## config.mk

```make
export PLATFORM = sky130hd
export DESIGN_NAME = spi_slave_shifter_flat
export DESIGN_NICKNAME = d
export VERILOG_FILES = /design/src/rtl/spi_pkg.sv /design/src/rtl/spi_slave_shifter_if.sv /design/src/rtl/spi_tx_hold.sv /design/src/rtl/spi_slave_shifter.sv /design/src/flat_wrapper.sv
export SDC_FILE = /design/constraint.sdc
export NUM_CORES = 1
export LEC_CHECK = 0
export CAP_MARGIN = 20
export CORE_AREA = 2 2 69 71
export CTS_CLUSTER_DIAMETER = 60
export DETAILED_ROUTE_END_ITERATION = 10
export DIE_AREA = 0 0 71 73
export DONT_BUFFER_PORTS = 1
export MAX_ROUTING_LAYER = met4
export PLACE_DENSITY = 0.58
export SYNTH_ARGS = -nofsm -noshare
export SYNTH_HDL_FRONTEND = slang
export SYNTH_SLANG_ARGS = --single-unit
```

## constraint.sdc

```tcl
create_clock -name clk_i -period 3.6 [get_ports clk_i]
set_input_delay 0 -clock clk_i [delete_from_list [all_inputs] [get_ports clk_i]]
set_output_delay 0 -clock clk_i [all_outputs]
set_load 0.05 [all_outputs]
```

## src/rtl/spi_pkg.sv

```systemverilog
// Shared types and constants for the SPI slave shifter.
//   spi_state_e      : FSM states (IDLE, SHIFT)
//   spi_mode_e       : {CPOL, CPHA} mode encoding, with decode helpers
//   TX_DUMMY_DEFAULT : all-ones word sent when software has nothing queued
package spi_pkg;

  typedef enum logic {
    ST_IDLE  = 1'b0,
    ST_SHIFT = 1'b1
  } spi_state_e;

  // Encoded as {CPOL, CPHA}.
  typedef enum logic [1:0] {
    SPI_MODE0 = 2'b00,
    SPI_MODE1 = 2'b01,
    SPI_MODE2 = 2'b10,
    SPI_MODE3 = 2'b11
  } spi_mode_e;

  localparam logic [31:0] TX_DUMMY_DEFAULT = '1;

  function automatic spi_mode_e make_mode(input int cpol, input int cpha);
    return spi_mode_e'({cpol != 0, cpha != 0});
  endfunction

  // 1 -> idle-high SCLK, so the leading edge is the falling edge.
  function automatic logic mode_cpol(input spi_mode_e m);
    return m[1];
  endfunction

  // 1 -> sample on the trailing edge, shift on the leading edge.
  function automatic logic mode_cpha(input spi_mode_e m);
    return m[0];
  endfunction

endpackage

```

## src/rtl/spi_slave_shifter_if.sv

```systemverilog
// Bus bundle between the SPI slave shifter and its surroundings.
//   SPI side : sclk_pe_i / sclk_ne_i edge pulses, cs_n_i, mosi_i, miso_o, miso_oe_o
//   RX side  : rx_data_o, rx_valid_o
//   TX side  : tx_data_i, tx_valid_i, tx_ready_o (valid/ready)
//   Status   : busy_o, underrun_o, underrun_clr_i
// Modport slave is taken by the shifter, master by whoever drives it.
interface spi_slave_shifter_if #(
  parameter int DATA_W = 8
);
  logic              sclk_pe_i;
  logic              sclk_ne_i;
  logic              cs_n_i;
  logic              mosi_i;
  logic              miso_o;
  logic              miso_oe_o;
  logic [DATA_W-1:0] rx_data_o;
  logic              rx_valid_o;
  logic [DATA_W-1:0] tx_data_i;
  logic              tx_valid_i;
  logic              tx_ready_o;
  logic              busy_o;
  logic              underrun_o;
  logic              underrun_clr_i;

  modport slave (
    input  sclk_pe_i, sclk_ne_i, cs_n_i, mosi_i, tx_data_i, tx_valid_i, underrun_clr_i,
    output miso_o, miso_oe_o, rx_data_o, rx_valid_o, tx_ready_o, busy_o, underrun_o
  );

  modport master (
    output sclk_pe_i, sclk_ne_i, cs_n_i, mosi_i, tx_data_i, tx_valid_i, underrun_clr_i,
    input  miso_o, miso_oe_o, rx_data_o, rx_valid_o, tx_ready_o, busy_o, underrun_o
  );
endinterface

```

## src/rtl/spi_tx_hold.sv

```systemverilog
// One-word transmit holding register.
//   tx_data_i/tx_valid_i/tx_ready_o : valid/ready write port, ready = empty
//   consume_i                       : word-start strobe, empties a full register
//   full_o/data_o                   : contents offered to the shift register
// A load needs the register empty and a consume needs it full, so the two
// can never happen in the same cycle.
module spi_tx_hold #(
  parameter int DATA_W = 8
) (
  input  logic              clk_i,
  input  logic              rst_n_i,
  input  logic [DATA_W-1:0] tx_data_i,
  input  logic              tx_valid_i,
  output logic              tx_ready_o,
  input  logic              consume_i,
  output logic              full_o,
  output logic [DATA_W-1:0] data_o
);

  logic              full_q, full_d;
  logic [DATA_W-1:0] data_q, data_d;

  always_comb begin
    // NOTE: every *_d gets its default first so no path can infer a latch.
    full_d = full_q;
    data_d = data_q;
    if (!full_q && tx_valid_i) begin
      full_d = 1'b1;
      data_d = tx_data_i;
    end else if (full_q && consume_i) begin
      full_d = 1'b0;
    end
  end

  always_ff @(posedge clk_i or negedge rst_n_i) begin
    if (!rst_n_i) begin
      full_q <= 1'b0;
      data_q <= '0;
    end else begin
      // NOTE: non-blocking so every flop in the design samples pre-edge values.
      full_q <= full_d;
      data_q <= data_d;
    end
  end

  assign tx_ready_o = ~full_q;
  assign full_o     = full_q;
  assign data_o     = data_q;

endmodule

```

## src/rtl/spi_slave_shifter.sv

```systemverilog
// SPI slave shift engine working from pre-synchronized SCLK edge pulses.
//   clk_i, rst_n_i : system clock, asynchronous active-low reset
//   bus (slave)    : SPI pins, received-word output, transmit valid/ready
//                    input, busy and underrun status (see spi_slave_shifter_if)
// Optional feature: define SPI_SLAVE_UNDERRUN_EN for a sticky underrun_o flag;
// otherwise underrun_o is tied low and underrun_clr_i is ignored.
module spi_slave_shifter
  import spi_pkg::*;
#(
  parameter int              DATA_W   = 8,
  parameter int              CPOL     = 0,
  parameter int              CPHA     = 0,
  parameter logic [DATA_W-1:0] TX_DUMMY = TX_DUMMY_DEFAULT[DATA_W-1:0]
) (
  input logic                 clk_i,
  input logic                 rst_n_i,
  spi_slave_shifter_if.slave  bus
);

  localparam spi_mode_e         MODE     = make_mode(CPOL, CPHA);
  localparam bit                LEAD_NE  = mode_cpol(MODE);
  localparam bit                CPHA1    = mode_cpha(MODE);
  localparam int                CNT_W    = $clog2(DATA_W);
  localparam logic [CNT_W-1:0]  LAST_BIT = CNT_W'(DATA_W - 1);

  spi_state_e        state_q, state_d;
  logic [CNT_W-1:0]  cnt_q, cnt_d;
  logic [DATA_W-1:0] rx_sr_q, rx_sr_d;
  logic [DATA_W-1:0] tx_sr_q, tx_sr_d;
  logic [DATA_W-1:0] rx_data_q, rx_data_d;
  logic              rx_valid_q, rx_valid_d;
  logic              miso_q, miso_d;
  logic              last_q, last_d;   // last bit sampled last cycle

  logic              lead_edge, trail_edge, sample_edge, shift_edge;
  logic              word_start;
  logic              hold_full;
  logic [DATA_W-1:0] hold_data, tx_word;

  assign lead_edge   = LEAD_NE ? bus.sclk_ne_i : bus.sclk_pe_i;
  assign trail_edge  = LEAD_NE ? bus.sclk_pe_i : bus.sclk_ne_i;
  assign sample_edge = CPHA1 ? trail_edge : lead_edge;
  assign shift_edge  = CPHA1 ? lead_edge  : trail_edge;
  assign tx_word     = hold_full ? hold_data : TX_DUMMY;

  spi_tx_hold #(.DATA_W(DATA_W)) u_tx_hold (
    .clk_i      (clk_i),
    .rst_n_i    (rst_n_i),
    .tx_data_i  (bus.tx_data_i),
    .tx_valid_i (bus.tx_valid_i),
    .tx_ready_o (bus.tx_ready_o),
    .consume_i  (word_start),
    .full_o     (hold_full),
    .data_o     (hold_data)
  );

  always_comb begin
    state_d    = state_q;
    cnt_d      = cnt_q;
    rx_sr_d    = rx_sr_q;
    tx_sr_d    = tx_sr_q;
    rx_data_d  = rx_data_q;
    rx_valid_d = 1'b0;
    miso_d     = miso_q;
    last_d     = 1'b0;
    word_start = 1'b0;

    if (bus.cs_n_i) begin
      // Deselect wins over any edge in the same cycle; partial word dropped.
      state_d = ST_IDLE;
      cnt_d   = '0;
      miso_d  = 1'b0;
    end else if (state_q == ST_IDLE) begin
      state_d    = ST_SHIFT;
      word_start = 1'b1;
    end else begin
      word_start = last_q;
      if (sample_edge) begin
        rx_sr_d = {rx_sr_q[DATA_W-2:0], bus.mosi_i};
        if (cnt_q == LAST_BIT) begin
          cnt_d      = '0;
          rx_data_d  = {rx_sr_q[DATA_W-2:0], bus.mosi_i};
          rx_valid_d = 1'b1;
          last_d     = 1'b1;
        end else begin
          cnt_d = cnt_q + CNT_W'(1);
        end
      end
      // In CPHA=0 the trailing edge after the last sample belongs to the
      // finished word; the next MSB is already out, so it must not shift.
      if (shift_edge && (CPHA1 || cnt_q != '0)) begin
        miso_d  = tx_sr_q[DATA_W-1];
        tx_sr_d = {tx_sr_q[DATA_W-2:0], 1'b0};
      end
    end

    if (word_start) begin
      if (CPHA1) begin
        tx_sr_d = tx_word;
      end else begin
        // CPHA=0 presents the MSB before the first leading edge.
        miso_d  = tx_word[DATA_W-1];
        tx_sr_d = {tx_word[DATA_W-2:0], 1'b0};
      end
    end
  end

  always_ff @(posedge clk_i or negedge rst_n_i) begin
    if (!rst_n_i) begin
      state_q    <= ST_IDLE;
      cnt_q      <= '0;
      rx_sr_q    <= '0;
      tx_sr_q    <= '0;
      rx_data_q  <= '0;
      rx_valid_q <= 1'b0;
      miso_q     <= 1'b0;
      last_q     <= 1'b0;
    end else begin
      state_q    <= state_d;
      cnt_q      <= cnt_d;
      rx_sr_q    <= rx_sr_d;
      tx_sr_q    <= tx_sr_d;
      rx_data_q  <= rx_data_d;
      rx_valid_q <= rx_valid_d;
      miso_q     <= miso_d;
      last_q     <= last_d;
    end
  end

  assign bus.miso_o     = miso_q;
  assign bus.miso_oe_o  = (state_q == ST_SHIFT);
  assign bus.busy_o     = (state_q == ST_SHIFT);
  assign bus.rx_data_o  = rx_data_q;
  assign bus.rx_valid_o = rx_valid_q;

`ifdef SPI_SLAVE_UNDERRUN_EN
  logic underrun_q, underrun_d;

  // Set has priority over a clear arriving in the same cycle.
  assign underrun_d = (underrun_q & ~bus.underrun_clr_i) | (word_start & ~hold_full);

  always_ff @(posedge clk_i or negedge rst_n_i) begin
    if (!rst_n_i) underrun_q <= 1'b0;
    else          underrun_q <= underrun_d;
  end

  assign bus.underrun_o = underrun_q;
`else
  assign bus.underrun_o = 1'b0;
`endif

endmodule

```

## src/flat_wrapper.sv

```systemverilog
// flat-port wrapper written by rule: the top's interface ports become plain ports
module spi_slave_shifter_flat import spi_pkg::*;
#(
  parameter int              DATA_W   = 8,
  parameter int              CPOL     = 0,
  parameter int              CPHA     = 0,
  parameter logic [DATA_W-1:0] TX_DUMMY = TX_DUMMY_DEFAULT[DATA_W-1:0]
)
  (clk_i, rst_n_i, bus_sclk_pe_i, bus_sclk_ne_i, bus_cs_n_i, bus_mosi_i, bus_tx_data_i, bus_tx_valid_i, bus_underrun_clr_i, bus_miso_o, bus_miso_oe_o, bus_rx_data_o, bus_rx_valid_o, bus_tx_ready_o, bus_busy_o, bus_underrun_o);
  spi_slave_shifter_if #(.DATA_W(DATA_W)) bus_i ();
  input logic clk_i;
  input logic rst_n_i;
  input wire logic [$bits(bus_i.sclk_pe_i)-1:0] bus_sclk_pe_i;
  input wire logic [$bits(bus_i.sclk_ne_i)-1:0] bus_sclk_ne_i;
  input wire logic [$bits(bus_i.cs_n_i)-1:0] bus_cs_n_i;
  input wire logic [$bits(bus_i.mosi_i)-1:0] bus_mosi_i;
  input wire logic [$bits(bus_i.tx_data_i)-1:0] bus_tx_data_i;
  input wire logic [$bits(bus_i.tx_valid_i)-1:0] bus_tx_valid_i;
  input wire logic [$bits(bus_i.underrun_clr_i)-1:0] bus_underrun_clr_i;
  output wire logic [$bits(bus_i.miso_o)-1:0] bus_miso_o;
  output wire logic [$bits(bus_i.miso_oe_o)-1:0] bus_miso_oe_o;
  output wire logic [$bits(bus_i.rx_data_o)-1:0] bus_rx_data_o;
  output wire logic [$bits(bus_i.rx_valid_o)-1:0] bus_rx_valid_o;
  output wire logic [$bits(bus_i.tx_ready_o)-1:0] bus_tx_ready_o;
  output wire logic [$bits(bus_i.busy_o)-1:0] bus_busy_o;
  output wire logic [$bits(bus_i.underrun_o)-1:0] bus_underrun_o;
  assign bus_i.sclk_pe_i = bus_sclk_pe_i;
  assign bus_i.sclk_ne_i = bus_sclk_ne_i;
  assign bus_i.cs_n_i = bus_cs_n_i;
  assign bus_i.mosi_i = bus_mosi_i;
  assign bus_i.tx_data_i = bus_tx_data_i;
  assign bus_i.tx_valid_i = bus_tx_valid_i;
  assign bus_i.underrun_clr_i = bus_underrun_clr_i;
  assign bus_miso_o = bus_i.miso_o;
  assign bus_miso_oe_o = bus_i.miso_oe_o;
  assign bus_rx_data_o = bus_i.rx_data_o;
  assign bus_rx_valid_o = bus_i.rx_valid_o;
  assign bus_tx_ready_o = bus_i.tx_ready_o;
  assign bus_busy_o = bus_i.busy_o;
  assign bus_underrun_o = bus_i.underrun_o;
  spi_slave_shifter #(.DATA_W(DATA_W), .CPOL(CPOL), .CPHA(CPHA), .TX_DUMMY(TX_DUMMY)) u_core (.clk_i(clk_i), .rst_n_i(rst_n_i), .bus(bus_i));
endmodule
```

==> metrics.md, run 1 <==
| Metric | Value |
|---|---|
| Fin crit share | 0.5327 |
| Total Power | roughly 1.2 mW |
| Port buffer count | 0 |
| Met3 GRT Util | 0.02901 |
| CP Capture Point | u_core.tx_sr_q[2]$_DFFE_PN0P_ |
| Tmin final | between 1.5 and 2 ns |
| Worst R2R End | u_core.tx_sr_q[2]$_DFFE_PN0P_ |
| Via count | between 900 and 1,000 |
| Total grt overflow | 0 |
| Synthesized area | approximately 1600 um^2 |
| Slack of the critical path | roughly 1.7 ns |
| Mapped Nets | 150 |
| HP Start | bus_cs_n_i |
| R2R depth | 4 |
| Drt pass-1 iters | 4 |
| Worst Setup SP | u_core.bus.rx_valid_o$_DFF_PN0_ |
| Relative slew slack | 0.4816 |
| Clock Path Buffers | 2 |
| CP Capture Type | register |
| R2r setup slk | approximately 1.7 ns |
| Seq/Total Area, Yosys | 0.5627 |
| YS warnings | 0 |
| Netlist cell types | 29 |
| CTS Root Cell | clkbuf_8 |
| Htree depth | 2 |
| Total Die Area | between 5000 and 6000 um^2 |
| Avg Cell Area, Syn | between 10 and 15 um^2 |
| FF-to-FF Start | u_core.bus.rx_valid_o$_DFF_PN0_ |
| Fin area | ~2000 um^2 |
| F_max | 0.5215 GHz |
| DIE WIDTH | 71 um |
| Ports | 30 |
| Req. time, crit path | around 3.8 ns |
| Share of layout cells above drive strength 1 | 0.2297 |
| Die height | between 70 and 80 um |
| Power Density | 603.1 nW/um^2 |
| Synth area leaders | dfrtp_1, mux2_4, mux2_2, mux2_1, o21ai_0 |
| Cell with the most instances after synthesis | dfrtp_1 |
| Vias in the first global route | between 1,000 and 1,500 |
| RSZ-0062 raised after global routing | no |
| Crit path kind | reg -> reg |
| Post-route DRC | 0 |
| Actual slew at the worst max-slew pin | between 0.7 and 0.8 ns |
| Core Footprint | between 4000 and 5000 um^2 |
| Critical path buffers and inverters | 0 |
| CP max FO | 10 |
| Clk slew on worst S/H paths | 0.08 ns |
| Initial Util | 0.3628 |
| Hold WC Path Type | in -> reg |
| Setup TNS | 0 ns |
| Post-synth EDFFs | 0 |
| Total track usage | 0.1271 |
| CTS hold repair buffers | 15 |
| Final Setup Violations | 0 |
| Initial antenna violation count | 0 |
| Avg WL per Cell | between 10 and 15 um |
| Max-Cap Viols | 0 |
| Setup Skew | 0.009545 ns |
| CTS sink cnt | 37 |
| Most frequent cells after synthesis | dfrtp_1, mux2_2, o21ai_0, inv_1 |
| Layer carrying the most global-route usage | met2 |
| FF+latch count, synth | 37 |
| Fraction of registers with async set or reset after synthesis | 1.000 |
| Postcts setup bufs | 0 |
| Status | completed |
| Share of the synthesized area in the top cell type | 0.5627 |
| Crit-path cells | nand2b_1 -> and2_1 -> a31oi_1 -> mux2_1 |
| Number of cells produced by synthesis | 131 |
| Crit path depth | 4 |
| Startpoint types | register |
| Avg Vias per Cell | 4.837 |
| Area leader, netlist | dfrtp_1 |
| Nets | about 170 |
| GP Congestion | 0.8255 |
| Post-CTS Resized | 0 |
| Met2 GRT Util | 0.1890 |
| Skew-Pair Late Insertion Delay | between 0.2 and 0.3 ns |
| Worst ir drop on vdd | approximately 0.36 mV |
| Post-DP Area | around 1700 um^2 |
| CP delay by family, top | simple AND/OR/NAND/NOR gates |
| Pre-CTS setup slack | approximately 1.7 ns |
| WL final | roughly 2.8 mm |
| Most frequently used flop master after synthesis | dfrtp_1 |
| CTS tree | built |
| First-pass GRT wire length | around 5.0 mm |
| Area Overhead vs Synth | 19.24% |
| DP HPWL | approximately 2.0 mm |
| GR Util met1 | 0.1671 |
| Hold Vio Cnt, Final | 0 |
| Max Slew Vio Count | 0 |
| Total CTS buffers | 5 |
| Antenna diodes | 0 |
| Max stage delay cell, worst path | dfrtp_1 |
| Cell row count | 25 |
| Leak | 0.9199 nW |
| Post-DRT Antenna Nets | 0 |
| Final cell utilization of the core | 0.4326 |
| Critical Path AT | 2.08 ns |
| Largest net degree at the start of global routing | 38 |
| 1st-iter DRT viols | 13 |
| CP max stage delay | 0.64 ns |
[routing by layer]
metal | up-vias | routed length (um)
met5 | - | 0
met2 | 20 | 1331
met3 | 4 | 107
met4 | 0 | 34
met1 | 478 | 1294
li1 | 475 | -
[metrics by stage]
stage / std cells / hold WS (ns)
2_1_floorplan: 131 / -0.2956
3_3_place_gp: 179 / -0.2949
3_5_place_dp: 179 / -0.2950
4_1_cts: 202 / 0.003175
5_1_grt: 202 / 0.003181
6_report: 202 / 0.01177
[state kept, by name (all words and copies together), names as in the netlist]
signal                   cells
u_core.bus.miso_o            1
u_core.bus.rx_data_o         8
u_core.bus.rx_valid_o        1
u_core.u_tx_hold.full_o      1
u_core.tx_sr_q               7
u_core.rx_sr_q               7
u_core.cnt_q                 3
u_core.u_tx_hold.data_o      8
u_core.bus.busy_o            1
[area by class of cell]
type	instances	area (um^2)
inverters	10	37.54
clock buffers	5	68.82
multi-input cells	77	629.4
well taps	54	67.56
fillers	410	2574
flip-flops and latches	37	925.9
clock inverters	3	65.06
repair buffers	16	167.7
[where the power goes]
group / internal [mW] / switching, mW
Sequential: 0.513 / 0.0626
Clock: 0.275 / 0.139
Combinational: 0.0954 / 0.0981
[cells by family (layout without fill, tap and decap cells)]
group,Yosys count,in the layout,synth area share
multiplexers,23,23,0.1757
flip-flops,37,37,0.5627
adder cells (fa/ha/maj),3,3,0.02282
buffers and inverters,17,34,0.05474
other,1,1,0.002279
AND/OR/NAND/NOR,23,23,0.08214
AO/OA/AOI/OAI,27,27,0.09962
[layout by cell type (no fill, tap or decap), types with 3 or more instances in the layout]
cell and instances:
inv_1 9, clkbuf_8 5, mux2_1 5, dfrtp_1 37, a31oi_1 4, o21ai_0 10
ha_1 3, dlygate4sd3_1 14, mux2_2 10, a21oi_1 8, nand2_1 8, mux2_4 8
[how the worst min path moves through the flow]
| stage | endpoint | slack, ns | cells after the start |
|---|---|---|---|
| after detailed placement | u_core.bus.rx_data_o[5]$_DFFE_PN0P_ | -0.29 | 0 |
| after global routing | u_core.rx_sr_q[2]$_DFFE_PN0P_ | 0.003 | 2 |
| final | u_core.rx_sr_q[0]$_DFFE_PN0P_ | 0.01 | 2 |
| after global placement | u_core.bus.rx_data_o[5]$_DFFE_PN0P_ | -0.29 | 0 |
| after CTS | u_core.rx_sr_q[0]$_DFFE_PN0P_ | 0.003 | 2 |
| after floorplan | u_core.bus.busy_o$_DFF_PN0_ | -0.30 | 0 |
(Power assumes the default switching activity.)
==> run 2: changes to the inputs <==
--- a/config.mk
+++ b/config.mk
@@ -5,6 +5,7 @@
 export SDC_FILE = /design/constraint.sdc
 export NUM_CORES = 1
 export LEC_CHECK = 0
+export ABC_AREA = 1
 export CAP_MARGIN = 20
 export CORE_AREA = 2 2 69 71
 export CTS_CLUSTER_DIAMETER = 60
==> constraint.sdc (replaced) <==
create_clock -name clk_i -period 1.85 [get_ports clk_i]
set_input_delay 0 -clock clk_i [delete_from_list [all_inputs] [get_ports clk_i]]
set_output_delay 0 -clock clk_i [all_outputs]
set_load 0.05 [all_outputs]
==> run 2 against run 1 <==
  * Combinational power rose by 110%
  * Sequential cell count did not move
  * Register-to-register slack lost 1.4 ns
  * Synthesized area down 0.30%
  * First-iteration DRC count increased to 4.6 times the previous value
  * Design area down 0.89%
  * Non-clock buffer count rose by 4
  * Clock power rose by 35%
  * Largest cell class unchanged
==> metrics.md, run 2 <==
| Metric | Value |
|---|---|
| Initial Util | 0.3617 |
| Setup Skew | 0.003856 ns |
| Seq/Total Area, Yosys | 0.5645 |
| Via count | about 1,200 |
| Mapped Nets | ~210 |
| CP max FO | 7 |
| Core Footprint | 4536 um^2 |
| Avg Cell Area, Syn | between 8 and 9 um^2 |
| Total track usage | 0.1309 |
| Initial antenna violation count | 0 |
| DIE WIDTH | slightly above 70 um |
| Post-DP Area | around 1700 um^2 |
| Max stage delay cell, worst path | dlygate4sd3_1 |
| Avg WL per Cell | 11.21 um |
| Critical path buffers and inverters | 2 |
| Share of the synthesized area in the top cell type | 0.5645 |
| Crit path kind | reg -> reg |
| Multiplexer share of the synthesized area | 0 |
| YS warnings | 0 |
| Total grt overflow | 0 |
| Htree depth | 2 |
| Simple-gate share of the synthesized area | 0.2426 |
| GP Congestion | between 0.7 and 0.8 |
| Hold Vio Cnt, Final | 0 |
| Total CTS buffers | 5 |
| Total Power | roughly 2.0 mW |
| Vias in the first global route | approximately 1,200 |
| Most frequent cells after synthesis | nand2_1, dfrtp_1, inv_1, nor2_1, o21ai_0 |
| Leak | between 1 and 1.5 nW |
| Setup TNS | 0 ns |
| Fin crit share | 0.8409 |
| Antenna diodes | 0 |
| Post-route DRC | 0 |
| Total Die Area | approximately 5200 um^2 |
| Synthesized area | 1640 um^2 |
| Worst hold margin | between 0.02 and 0.025 ns |
| Startpoint types | register |
| Drt pass-1 iters | 4 |
| Skew-Pair Late Insertion Delay | ~0.28 ns |
| CP Capture Type | register |
| 1st-iter DRT viols | 60 |
| Number of cells produced by synthesis | 188 |
| Clock Path Buffers | 2 |
| Crit-path cells | inv_2 -> nand3_1 -> dlygate4sd3_1 -> nand2_1 |
| Cell row count | 25 |
| Max-Cap Viols | 0 |
| Most frequent cells in the layout | nand2_1, dfrtp_1, inv_1, dlygate4sd3_1 |
| Synth area leaders | dfrtp_1, nand2_1, inv_1, o21ai_0, a21oi_1 |
| Tmin final | around 1.6 ns |
| Netlist cell types | 19 |
| R2R depth | 4 |
| F_max | roughly 0.64 GHz |
| Hold path cells | 2 |
| CTS sink cnt | 37 |
| Most frequently used flop master after synthesis | dfrtp_1 |
| Power Density | 1030 nW/um^2 |
| Fin area | roughly 1900 um^2 |
| Post-synthesis compound-gate area fraction | 0.09077 |
| Critical Path AT | between 1.5 and 2 ns |
| Post-CTS Resized | 0 |
| Post-synthesis adder-cell area fraction | 0.02288 |
| Final Setup Violations | 0 |
| Max Slew Vio Count | 0 |
| Cell with the most instances after synthesis | nand2_1 |
| Area leader, netlist | dfrtp_1 |
| RSZ-0062 raised after global routing | no |
| CP max stage delay | around 0.57 ns |
| DP HPWL | about 2 mm |
| Largest net degree at the start of global routing | 38 |
| Commonest non-fill, non-tap cell in the layout | nand2_1 |
| Die height | between 70 and 80 um |
| First-pass GRT wire length | between 5 and 6 mm |
| Slack of the critical path | 0.2943 ns |
| WL final | roughly 2.9 mm |
| Post-DRT Antenna Nets | 0 |
| Hold WC Path Type | in -> reg |
| Area Overhead vs Synth | 18.54% |
| Post-synth EDFFs | 0 |
| FF+latch count, synth | 37 |
| Pre-CTS setup slack | approximately 0.53 ns |
| Nets | about 230 |
| Largest family of logic cells by synthesized area | simple AND/OR/NAND/NOR gates |
| CTS Root Cell | clkbuf_8 |
| Share of layout cells above drive strength 1 | 0.1053 |
| Status | completed |
| Fraction of registers with async set or reset after synthesis | 1.000 |
| Port buffer count | 0 |
| CTS tree | built |
| Clk slew on worst S/H paths | roughly 0.07 ns |
| XOR/XNOR Fraction of Synth Area | 0 |
| Ports | 30 |
| CP delay by family, top | buffers and inverters |
| Req. time, crit path | between 2 and 2.5 ns |
| Crit path depth | 4 |
| Worst ir drop on vdd | between 0.5 and 0.6 mV |
| Avg Vias per Cell | roughly 4.6 |
run 2: cell types whose count changed after synthesis, moves of 4 or more:
cell | previous run | this run
a21oi_1 | 8 | 12
mux2_4 | 8 | 0
mux2_1 | 5 | 0
nand2_1 | 8 | 63
a31oi_1 | 4 | 0
nand3_1 | 2 | 10
nor2_1 | 2 | 13
inv_1 | 9 | 18
mux2_2 | 10 | 0
run 2: cell type report:
class                      count  area (um^2)
tap                           54        67.56
sequential                    37        925.9
timing repair buffer          20        197.7
clock buffer                   7        86.33
fill                         453         2591
multi-input combinational    124        588.1
inverter                      21        78.83
run 2: kinds of logic after synthesis:
| kind of cell | after synthesis |
|---|---|
| buffers and inverters | 27 |
| other | 1 |
| AND/OR/NAND/NOR | 92 |
| flip-flops | 37 |
| adder cells (fa/ha/maj) | 3 |
| AO/OA/AOI/OAI | 28 |
run 2: routing by layer:
metal,share of wire,GRT usage,up-vias
met4,0.021,0.07128,0
li1,-,-,623
met1,0.48,0.1595,553
met5,0,-,-
met3,0.050,0.03867,7
met2,0.45,0.1963,28
run 2: path summary, 6_finish.rpt:
| check | from | end | slack [ns] |
|---|---|---|---|
| setup reg to reg | u_core.u_tx_hold.full_o$_DFFE_PN0P_ | u_core.u_tx_hold.data_o[7]$_DFFE_PN0P_ | 0.29 |
| min in group asynchronous | rst_n_i | u_core.cnt_q[2]$_DFFE_PN0P_ | 0.16 |
| hold / removal | bus_tx_valid_i | u_core.u_tx_hold.full_o$_DFFE_PN0P_ | 0.02 |
| hold reg to reg | u_core.u_tx_hold.data_o[0]$_DFFE_PN0P_ | u_core.u_tx_hold.data_o[0]$_DFFE_PN0P_ | 0.47 |
| max in group asynchronous | rst_n_i | u_core.rx_sr_q[3]$_DFFE_PN0P_ | 1.49 |
| setup / recovery | u_core.u_tx_hold.full_o$_DFFE_PN0P_ | u_core.u_tx_hold.data_o[7]$_DFFE_PN0P_ | 0.29 |
run 2: report_power, final:
part	internal [mW]	leakage (nW)	switching, mW
Clock	0.295	0.0443	0.263
Combinational	0.142	0.515	0.258
Sequential	0.959	0.470	0.0851
run 2: timing repair:
action | CTS | global route
buffers inserted | 0 | 0
endpoints found under the setup margin | 0 | 0
hold buffers | 15 | 0
endpoints found under the hold margin | 55 | 0
run 2: metrics by stage:
stage          instances  utilization
5_1_grt              263       0.4287
4_1_cts              263       0.4287
3_3_place_gp         241       0.3743
3_5_place_dp         241       0.3743
2_1_floorplan        188            -
6_report             263       0.4287
